===== src/rtl/falafel_lsu.sv =====
// falafel_lsu: load/store unit between the falafel allocator FSM and the memory holding
// free-list block headers and the global lock word. It services one request at a time,
// turning each operation into a sequence of 64-bit word accesses on a single memory port.
//
// Optional feature: define FALAFEL_LSU_LOCK_BACKOFF_EN to insert BACKOFF_CYCLES idle cycles
// (LOCK_BACKOFF) between a failed lock read and its retry.
//
// Ports:
//   clk_i, rst_i        clock, asynchronous active-high reset
//   req_i/req_ready_o   request (val, op, header_data); accepted when val && ready
//   rsp_o/rsp_ready_i   response (val, header_data); consumed when val && ready
//   mem_req_o ...       registered memory command, held until mem_gnt_i
//   mem_gnt_i           access accepted; writes complete at grant
//   mem_rvalid_i/rdata  read data, one or more cycles after grant

package falafel_lsu_pkg;

    typedef enum logic [2:0] {
        LsuLock,
        LsuUnlock,
        LsuLoad,
        LsuSetInsertAddr,
        LsuInsert,
        LsuDelete
    } req_lsu_op_e;

    typedef struct packed {
        logic [63:0] addr;
        logic [63:0] size;
        logic [63:0] next_addr;
    } header_data_t;

    typedef struct packed {
        logic         val;
        req_lsu_op_e  op;
        header_data_t header_data;
    } header_data_req_t;

    typedef struct packed {
        logic         val;
        header_data_t header_data;
    } header_data_rsp_t;

    localparam logic [63:0] BLOCK_NEXT_ADDR_OFFSET = 64'd8;

endpackage

module falafel_lsu
    import falafel_lsu_pkg::*;
#(
    parameter logic [63:0] LOCK_ADDR      = 64'h0,
    parameter int unsigned BACKOFF_CYCLES = 8
) (
    input  logic             clk_i,
    input  logic             rst_i,
    input  header_data_req_t req_i,
    output logic             req_ready_o,
    output header_data_rsp_t rsp_o,
    input  logic             rsp_ready_i,
    output logic             mem_req_o,
    output logic             mem_we_o,
    output logic [63:0]      mem_addr_o,
    output logic [63:0]      mem_wdata_o,
    input  logic             mem_gnt_i,
    input  logic             mem_rvalid_i,
    input  logic [63:0]      mem_rdata_i
);

    if (BACKOFF_CYCLES < 1) begin : g_backoff_check
        $error("BACKOFF_CYCLES must be at least 1");
    end

    typedef enum logic [3:0] {
        StIdle, StLockRd, StLockWait, StLockBackoff, StLockWr, StUnlockWr,
        StLdSize, StLdSizeWait, StLdNext, StLdNextWait,
        StInsSize, StInsNext, StInsLink, StDelWr, StRsp
    } state_e;

    typedef struct packed {
        logic        req;
        logic        we;
        logic [63:0] addr;
        logic [63:0] wdata;
    } mem_cmd_t;

    function automatic mem_cmd_t rd_cmd(input logic [63:0] addr);
        rd_cmd = '{req: 1'b1, we: 1'b0, addr: addr, wdata: 64'h0};
    endfunction

    function automatic mem_cmd_t wr_cmd(input logic [63:0] addr, input logic [63:0] data);
        wr_cmd = '{req: 1'b1, we: 1'b1, addr: addr, wdata: data};
    endfunction

    state_e       state_q, state_d;
    header_data_t hdr_q, hdr_d;
    logic [63:0]  insert_addr_q, insert_addr_d;
    mem_cmd_t     mem_q, mem_d;
    logic         gnt;
`ifdef FALAFEL_LSU_LOCK_BACKOFF_EN
    logic [31:0]  cnt_q, cnt_d;
`endif

    // A grant only counts against a command that is actually being presented.
    assign gnt = mem_q.req && mem_gnt_i;

    always_comb begin
        state_d       = state_q;
        hdr_d         = hdr_q;
        insert_addr_d = insert_addr_q;
        mem_d         = mem_q;
`ifdef FALAFEL_LSU_LOCK_BACKOFF_EN
        cnt_d         = cnt_q;
`endif
        // Drop the request after grant; a follow-on issue below re-asserts it.
        if (gnt) begin
            mem_d.req = 1'b0;
        end

        unique case (state_q)
            StIdle: begin
                if (req_i.val) begin
                    hdr_d = req_i.header_data;
                    case (req_i.op)
                        LsuLock: begin
                            state_d = StLockRd;
                            mem_d   = rd_cmd(LOCK_ADDR);
                        end
                        LsuUnlock: begin
                            state_d = StUnlockWr;
                            mem_d   = wr_cmd(LOCK_ADDR, 64'h0);
                        end
                        LsuLoad: begin
                            state_d = StLdSize;
                            mem_d   = rd_cmd(req_i.header_data.addr);
                        end
                        LsuSetInsertAddr: begin
                            insert_addr_d = req_i.header_data.addr;
                            state_d       = StRsp;
                        end
                        LsuInsert: begin
                            state_d = StInsSize;
                            mem_d   = wr_cmd(req_i.header_data.addr, req_i.header_data.size);
                        end
                        LsuDelete: begin
                            state_d = StDelWr;
                            mem_d   = wr_cmd(req_i.header_data.addr + BLOCK_NEXT_ADDR_OFFSET,
                                             req_i.header_data.next_addr);
                        end
                        default: state_d = StRsp;
                    endcase
                end
            end
            StLockRd: if (gnt) state_d = StLockWait;
            StLockWait: begin
                if (mem_rvalid_i) begin
                    if (mem_rdata_i == 64'h0) begin
                        state_d = StLockWr;
                        mem_d   = wr_cmd(LOCK_ADDR, 64'd1);
                    end else begin
`ifdef FALAFEL_LSU_LOCK_BACKOFF_EN
                        state_d = StLockBackoff;
                        cnt_d   = BACKOFF_CYCLES - 1;
`else
                        state_d = StLockRd;
                        mem_d   = rd_cmd(LOCK_ADDR);
`endif
                    end
                end
            end
            StLockBackoff: begin
`ifdef FALAFEL_LSU_LOCK_BACKOFF_EN
                if (cnt_q == '0) begin
                    state_d = StLockRd;
                    mem_d   = rd_cmd(LOCK_ADDR);
                end else begin
                    cnt_d = cnt_q - 1;
                end
`else
                state_d = StLockRd;
                mem_d   = rd_cmd(LOCK_ADDR);
`endif
            end
            StLockWr, StUnlockWr, StDelWr, StInsLink: if (gnt) state_d = StRsp;
            StLdSize: if (gnt) state_d = StLdSizeWait;
            StLdSizeWait: begin
                if (mem_rvalid_i) begin
                    hdr_d.size = mem_rdata_i;
                    state_d    = StLdNext;
                    mem_d      = rd_cmd(hdr_q.addr + BLOCK_NEXT_ADDR_OFFSET);
                end
            end
            StLdNext: if (gnt) state_d = StLdNextWait;
            StLdNextWait: begin
                if (mem_rvalid_i) begin
                    hdr_d.next_addr = mem_rdata_i;
                    state_d         = StRsp;
                end
            end
            StInsSize: begin
                if (gnt) begin
                    state_d = StInsNext;
                    mem_d   = wr_cmd(hdr_q.addr + BLOCK_NEXT_ADDR_OFFSET, hdr_q.next_addr);
                end
            end
            StInsNext: begin
                if (gnt) begin
                    // Link the predecessor block to the newly inserted one.
                    state_d = StInsLink;
                    mem_d   = wr_cmd(insert_addr_q + BLOCK_NEXT_ADDR_OFFSET, hdr_q.addr);
                end
            end
            StRsp: if (rsp_ready_i) state_d = StIdle;
            default: state_d = StIdle;
        endcase
    end

    always_ff @(posedge clk_i or posedge rst_i) begin
        if (rst_i) begin
            state_q       <= StIdle;
            hdr_q         <= '0;
            insert_addr_q <= '0;
            mem_q         <= '0;
`ifdef FALAFEL_LSU_LOCK_BACKOFF_EN
            cnt_q         <= '0;
`endif
        end else begin
            state_q       <= state_d;
            hdr_q         <= hdr_d;
            insert_addr_q <= insert_addr_d;
            mem_q         <= mem_d;
`ifdef FALAFEL_LSU_LOCK_BACKOFF_EN
            cnt_q         <= cnt_d;
`endif
        end
    end

    assign req_ready_o = (state_q == StIdle);
    assign rsp_o       = '{val: (state_q == StRsp), header_data: hdr_q};
    assign mem_req_o   = mem_q.req;
    assign mem_we_o    = mem_q.we;
    assign mem_addr_o  = mem_q.addr;
    assign mem_wdata_o = mem_q.wdata;

endmodule

===== config.mk =====
export PLATFORM = sky130hd
export DESIGN_NAME = falafel_lsu
export DESIGN_NICKNAME = d
export VERILOG_FILES = /design/src/rtl/falafel_lsu.sv
export SDC_FILE = /design/constraint.sdc
export NUM_CORES = 1
export LEC_CHECK = 0
export BUFFER_PORTS_ARGS = -buffer_cell sky130_fd_sc_hd__buf_2
export CORE_AREA = 5 5 225 227
export CTS_CLUSTER_DIAMETER = 60
export DETAILED_ROUTE_END_ITERATION = 10
export DIE_AREA = 0 0 230 232
export GPL_TIMING_DRIVEN = 0
export HOLD_SLACK_MARGIN = 0.1
export PLACE_DENSITY = 0.71
export SYNTH_ARGS = -nofsm -noshare
export SYNTH_HDL_FRONTEND = slang
export SYNTH_SLANG_ARGS = --single-unit

===== constraint.sdc =====
create_clock -name clk_i -period 24.3 [get_ports clk_i]
set_input_delay 2.43 -clock clk_i [delete_from_list [all_inputs] [get_ports clk_i]]
set_output_delay 2.43 -clock clk_i [all_outputs]
set_load 0.1 [all_outputs]

# Word-level counts from Yosys, hierarchy flattened
# Cells that the tools add are included.
[word_totals]
out_inout_bits = 324
in_bits = 265
mem_bits_ro = 0
n_memories = 0
wordCells = 84
mem_bits_rw = 0
ff_bits = 390
latchBits = 0
[classes]
multipliers = 0
reduce_logical = 14
bitwise = 0
mux = 27
order_cmp = 0
div = 0
add_sub_neg = 3
shifts = 0
n_eq_ne = 31
[op_table]
columns = ["op", "n"]
rows = [
  ["130-bit one-hot mux with 6 select lines", 1],
  ["130-bit 2-to-1 mux", 5],
  ["130-bit one-hot mux with 5 select lines", 1],
  ["64-bit one-hot mux with 2 select lines", 2],
  ["64-bit by 4-bit adder with 64-bit output, second input constant", 3],
  ["129-bit 2-to-1 mux", 1],
  ["128-bit 2-to-1 mux", 1],
  ["64-bit logical NOT", 1],
  ["64-bit 2-to-1 mux", 1],
  ["4-bit one-hot mux with 12 select lines", 1],
  ["4-bit 2-to-1 mux", 11],
  ["4-bit == test, second input constant", 7],
  ["2-bit != test, second input constant", 10],
  ["4-bit one-hot mux with 5 select lines", 1],
  ["4-bit by 3-bit == test with 1-bit output, second input constant", 4],
  ["11-bit AND reduction", 1],
  ["3-bit AND reduction", 3],
  ["4-bit by 2-bit == test with 1-bit output, second input constant", 2],
  ["7-bit AND reduction", 1],
  ["3-bit by 2-bit == test with 1-bit output, second input constant", 2],
  ["3-bit == test, second input constant", 2],
  ["6-bit by 1-bit != test with 1-bit output, second input constant", 1],
  ["6-bit nonzero test", 1],
  ["4-bit by 1-bit == test with 1-bit output, second input constant", 1],
  ["10 further kinds", 11],
]

# Longest topological paths before layout
[logic_depth]
depth_word = 5
depth_mapped = 11
ltp_nobuf = 8

# Worst setup path after synthesis
# OpenSTA, ideal clock, no wires.
[synth_timing]
path_kind = "flip-flop to output port"
start = "register state_q[1]"
end = "output port req_ready_o"
path_stages_with_launch = 3
path_slack_ps = 19578
required_time_ps = 21870
arrival_time_ps = 2292
path_buffers = 1
cell_sequence = "dfrtp_1 > buf_2 > nor4_2"
[synth_between]
elab_chain_cells = 1
[synth_lines]
columns = ["element", "line_no", "text"]
rows = [
  ["from (decl)", "94", "state_e state_q, state_d;"],
  ["from (signal assigned)", "219", "state_q <= StIdle;"],
  ["from (signal assigned)", "227", "state_q <= state_d;"],
  ["4-bit logical NOT", "237", "assign req_ready_o = (state_q == StIdle);"],
  ["to (decl)", "57", "output logic req_ready_o,"],
]
# Every way passes these cells.

# Worst setup path after layout
[layout_timing]
start = "input port mem_gnt_i"
end = "register mem_q, in the netlist mem_addr_o[61]"
[layout_between]
elab_chain_cells = 3
elab_cells_between_ends = 4
cone_classes = "2 x eq/ne; 2 x reduce/logical"
[layout_lines]
columns = ["element", "line_no", "text"]
rows = [
  ["from (decl)", "64", "input logic mem_gnt_i,"],
  ["1-bit logical AND *", "104", "assign gnt = mem_q.req && mem_gnt_i;"],
  ["2-bit != test (no line)", "--", ""],
  ["7-bit AND reduction (no line) *", "--", ""],
  ["to (signal assigned)", "230", "mem_q <= mem_d;"],
  ["to (decl)", "97", "mem_cmd_t mem_q, mem_d;"],
]
# Mark *: on every way between the ends. The rest lies on a longest branch, timed or not.
# A chain may end at the register's enable or synchronous reset.

==> impl_results.md <==
- Final Skew: 0.0246 ns
- Initial antenna violation count: 23
- Routed vias: 23,800
- Number of port buffers: 576
- # H-tree levels: 2
- Final setup fails: 0
- Routed Antenna Nets: 0
- Root buf cell: clkbuf_16
- CTS tree: yes
- Final instance area: 27,400 um2
- Ys Warns: 0
- Final design utilization: 56.5%
- Setup Buffers After CTS: 0
- Max Fanout on Critical Path: 10
- RSZ-0062 raised after global routing: false
- Hold violation count in the final report: 0
- GPL Wtd Cong: 1.03
- DRT Pass-1 Iters: 10
- CTS buffer count: 48
- Post-synthesis sequential area ratio: 44.5%
- Core ar.: 48,400 um2
- CP endpoint kind: register
- Cts hold-fix bufs: 0
- Tcrit/Tclk final: 21.6%
- Worst rel slew slack: 8.67%
- RR Startpoint: state_q[3]
- CTS-repair resized insts: 0
- Worst min-delay path class: register to register
- HPWL Detailed: 88.7 mm
- Grt ovf: 0
- Die height: 232 um
- Register area: 9760 um2
- Num ports: 589
- DRC violations left: 0
- WP data required: 24.80 ns
- Post-synthesis instance area: 21,900 um2
- Filler cell count: 4,464
- Post-route minimum period: 5.26 ns
- Final TNS setup: 0 ns
- Max Clk Rate: 190 MHz
- CTS Sinks: 390
- Die W: 230 um
- Worst slew pin tran: 1.36 ns
- Per-cell routed wire length: 30.7 um
- Row cnt: 81
- Clock tree buffer depth: 3
- Unique masters post-synth: 79
- Final slew viol count: 0
- DP Area: 25,700 um2
- Hold Path Origin: mem_wdata_o[60]
- Synthesized flop and latch total: 390
- Area Overhead vs Synth: 24.7%
- Avg Inst Size Synth: 9.19 um2
- Total GRT Usage: 40.5%
- Startpoint Class: input port
- Status: complete, no violations
- Worst Path Arrival: 5.75 ns
- Vias in the first global route: 22,900
- Worst hold margin: 0.471 ns
- Layout Nets: 3,283
- Multi-input gate area: 11,300 um2
- Max Cap Violations: 0
- Initial DRC Count: 3,482
- Post-synth EDFFs: 0
- Mapped Cells: 2,386
- Post-synth ARST share: 100%
- Synthesized Nets: 2,654
- First-pass GRT wire length: 161 mm
- Clock slew at the register clock pins of the worst setup and hold paths: 0.06 ns
- Main synth FF type: dfrtp_1
- WL final: 113 mm
- Largest net degree at the start of global routing: 127
- CP Launch Point: mem_gnt_i
- Clk Latency, worst-skew pair: 0.60 ns
- Proportion of layout cells with a drive suffix above 1: 26.0%
- Die area: 53,400 um2
- Vias per cell: 6.45
- Initial Util: 45.3%
- CP Class: input port to register
-- sequential cells by signal (all words and copies together) (netlist names) --
signal,count
mem_wdata_o,64
rsp_o,192
mem_addr_o,64
insert_addr_q,64
state_q,4
mem_we_o,1
mem_req_o,1
-- per-layer routing --
metal / part of all wire (%) / up-vias / GRT usage, %
li1: - / 10000 / -
met1: 37 / 11600 / 52.7
met2: 45 / 1783 / 64.2
met3: 12 / 353 / 9.86
met4: 5.5 / 22 / 18.8
met5: 0.13 / - / 0
-- worst max-delay path, stage by stage --
cell and delay [ns]:
buf_2 0.14, nand4_1 0.19, nor3_2 0.95, clkbuf_1 0.80
clkbuf_1 0.78, nand2_1 0.24, a31oi_1 0.21
-- cells in the final DEF (no fill, tap or decap), types with 16 or more instances in the layout --
cell type,Yosys,routed
inv_1,20,19
clkbuf_1,115,120
buf_1,26,26
o22ai_1,16,16
o21ai_0,215,215
mux2i_1,129,129
nor4_1,35,35
buf_2,29,605
nand3_1,86,86
a31oi_1,21,21
a222oi_1,88,88
nor2_1,75,75
a22o_1,65,65
and3_1,36,36
dfrtp_1,390,390
nor3_1,33,33
mux2_2,61,61
a21oi_1,40,39
clkbuf_16,0,49
xnor2_1,60,60
nand4_1,53,53
xor2_1,71,71
nand2_1,537,537
-- logic make-up (layout without fill, tap and decap cells) --
group / after synthesis / count (layout) / share of synthesized area, %
compound gates: 541 / 541 / 17.1
flops: 390 / 390 / 44.5
mux: 190 / 190 / 9.02
simple gates: 929 / 929 / 19.9
buf+inv: 200 / 866 / 3.90
xor+xnor: 132 / 132 / 5.30
fa+ha+maj: 4 / 4 / 0.217
other cells: 0 / 11 / 0
-- area by class of cell --
class	count	share of cell area (%)
antenna	11	0.101
buffer	178	2.77
clock buffer	65	5.10
clock inverter	22	0.896
inverter	22	0.380
multi-input combinational	1796	41.4
sequential	390	35.7
tap	622	2.84
timing repair buffer	579	10.8
-- synth_stat cells (10+ instances only) --
library cell / count / area (um2)
a21oi_1: 40 / 200
a221o_1: 10 / 100
a222oi_1: 88 / 881
a22o_1: 65 / 569
a22oi_1: 12 / 90.1
a31oi_1: 21 / 131
and3_1: 36 / 225
and4_1: 11 / 96.3
buf_1: 26 / 97.6
buf_2: 29 / 145
clkbuf_1: 115 / 432
dfrtp_1: 390 / 9760
inv_1: 20 / 75.1
mux2_2: 61 / 687
mux2i_1: 129 / 1290
nand2_1: 537 / 2020
nand3_1: 86 / 430
nand4_1: 53 / 332
nor2_1: 75 / 282
nor3_1: 33 / 165
nor4_1: 35 / 219
o211ai_1: 14 / 105
o21ai_0: 215 / 1080
o221ai_1: 10 / 87.6
o22ai_1: 16 / 100
xnor2_1: 60 / 526
xor2_1: 71 / 622
-- through the flow --
step	worst slack (ns)	instances
2_1_floorplan	11.03	2386
3_3_place_gp	6.21	3584
3_5_place_dp	18.59	3587
4_1_cts	19.21	3674
5_1_grt	19.12	3682
6_report	19.04	3685
-- path summary, 6_finish.rpt --
path                              endpoint  slack, ns  cells past startpoint
setup / recovery            mem_addr_o[61]      19.04                      7
hold / removal             mem_wdata_o[60]       0.47                      2
setup reg to reg            mem_addr_o[61]      20.34                      7
hold reg to reg            mem_wdata_o[60]       0.47                      2
max in group asynchronous       rsp_o[116]      21.46                      3
min in group asynchronous   mem_addr_o[47]       1.86                      2
Power is left out: the tool's default activity adds up to more than one toggle a clock period on the data nets, which glitch-free logic cannot reach.
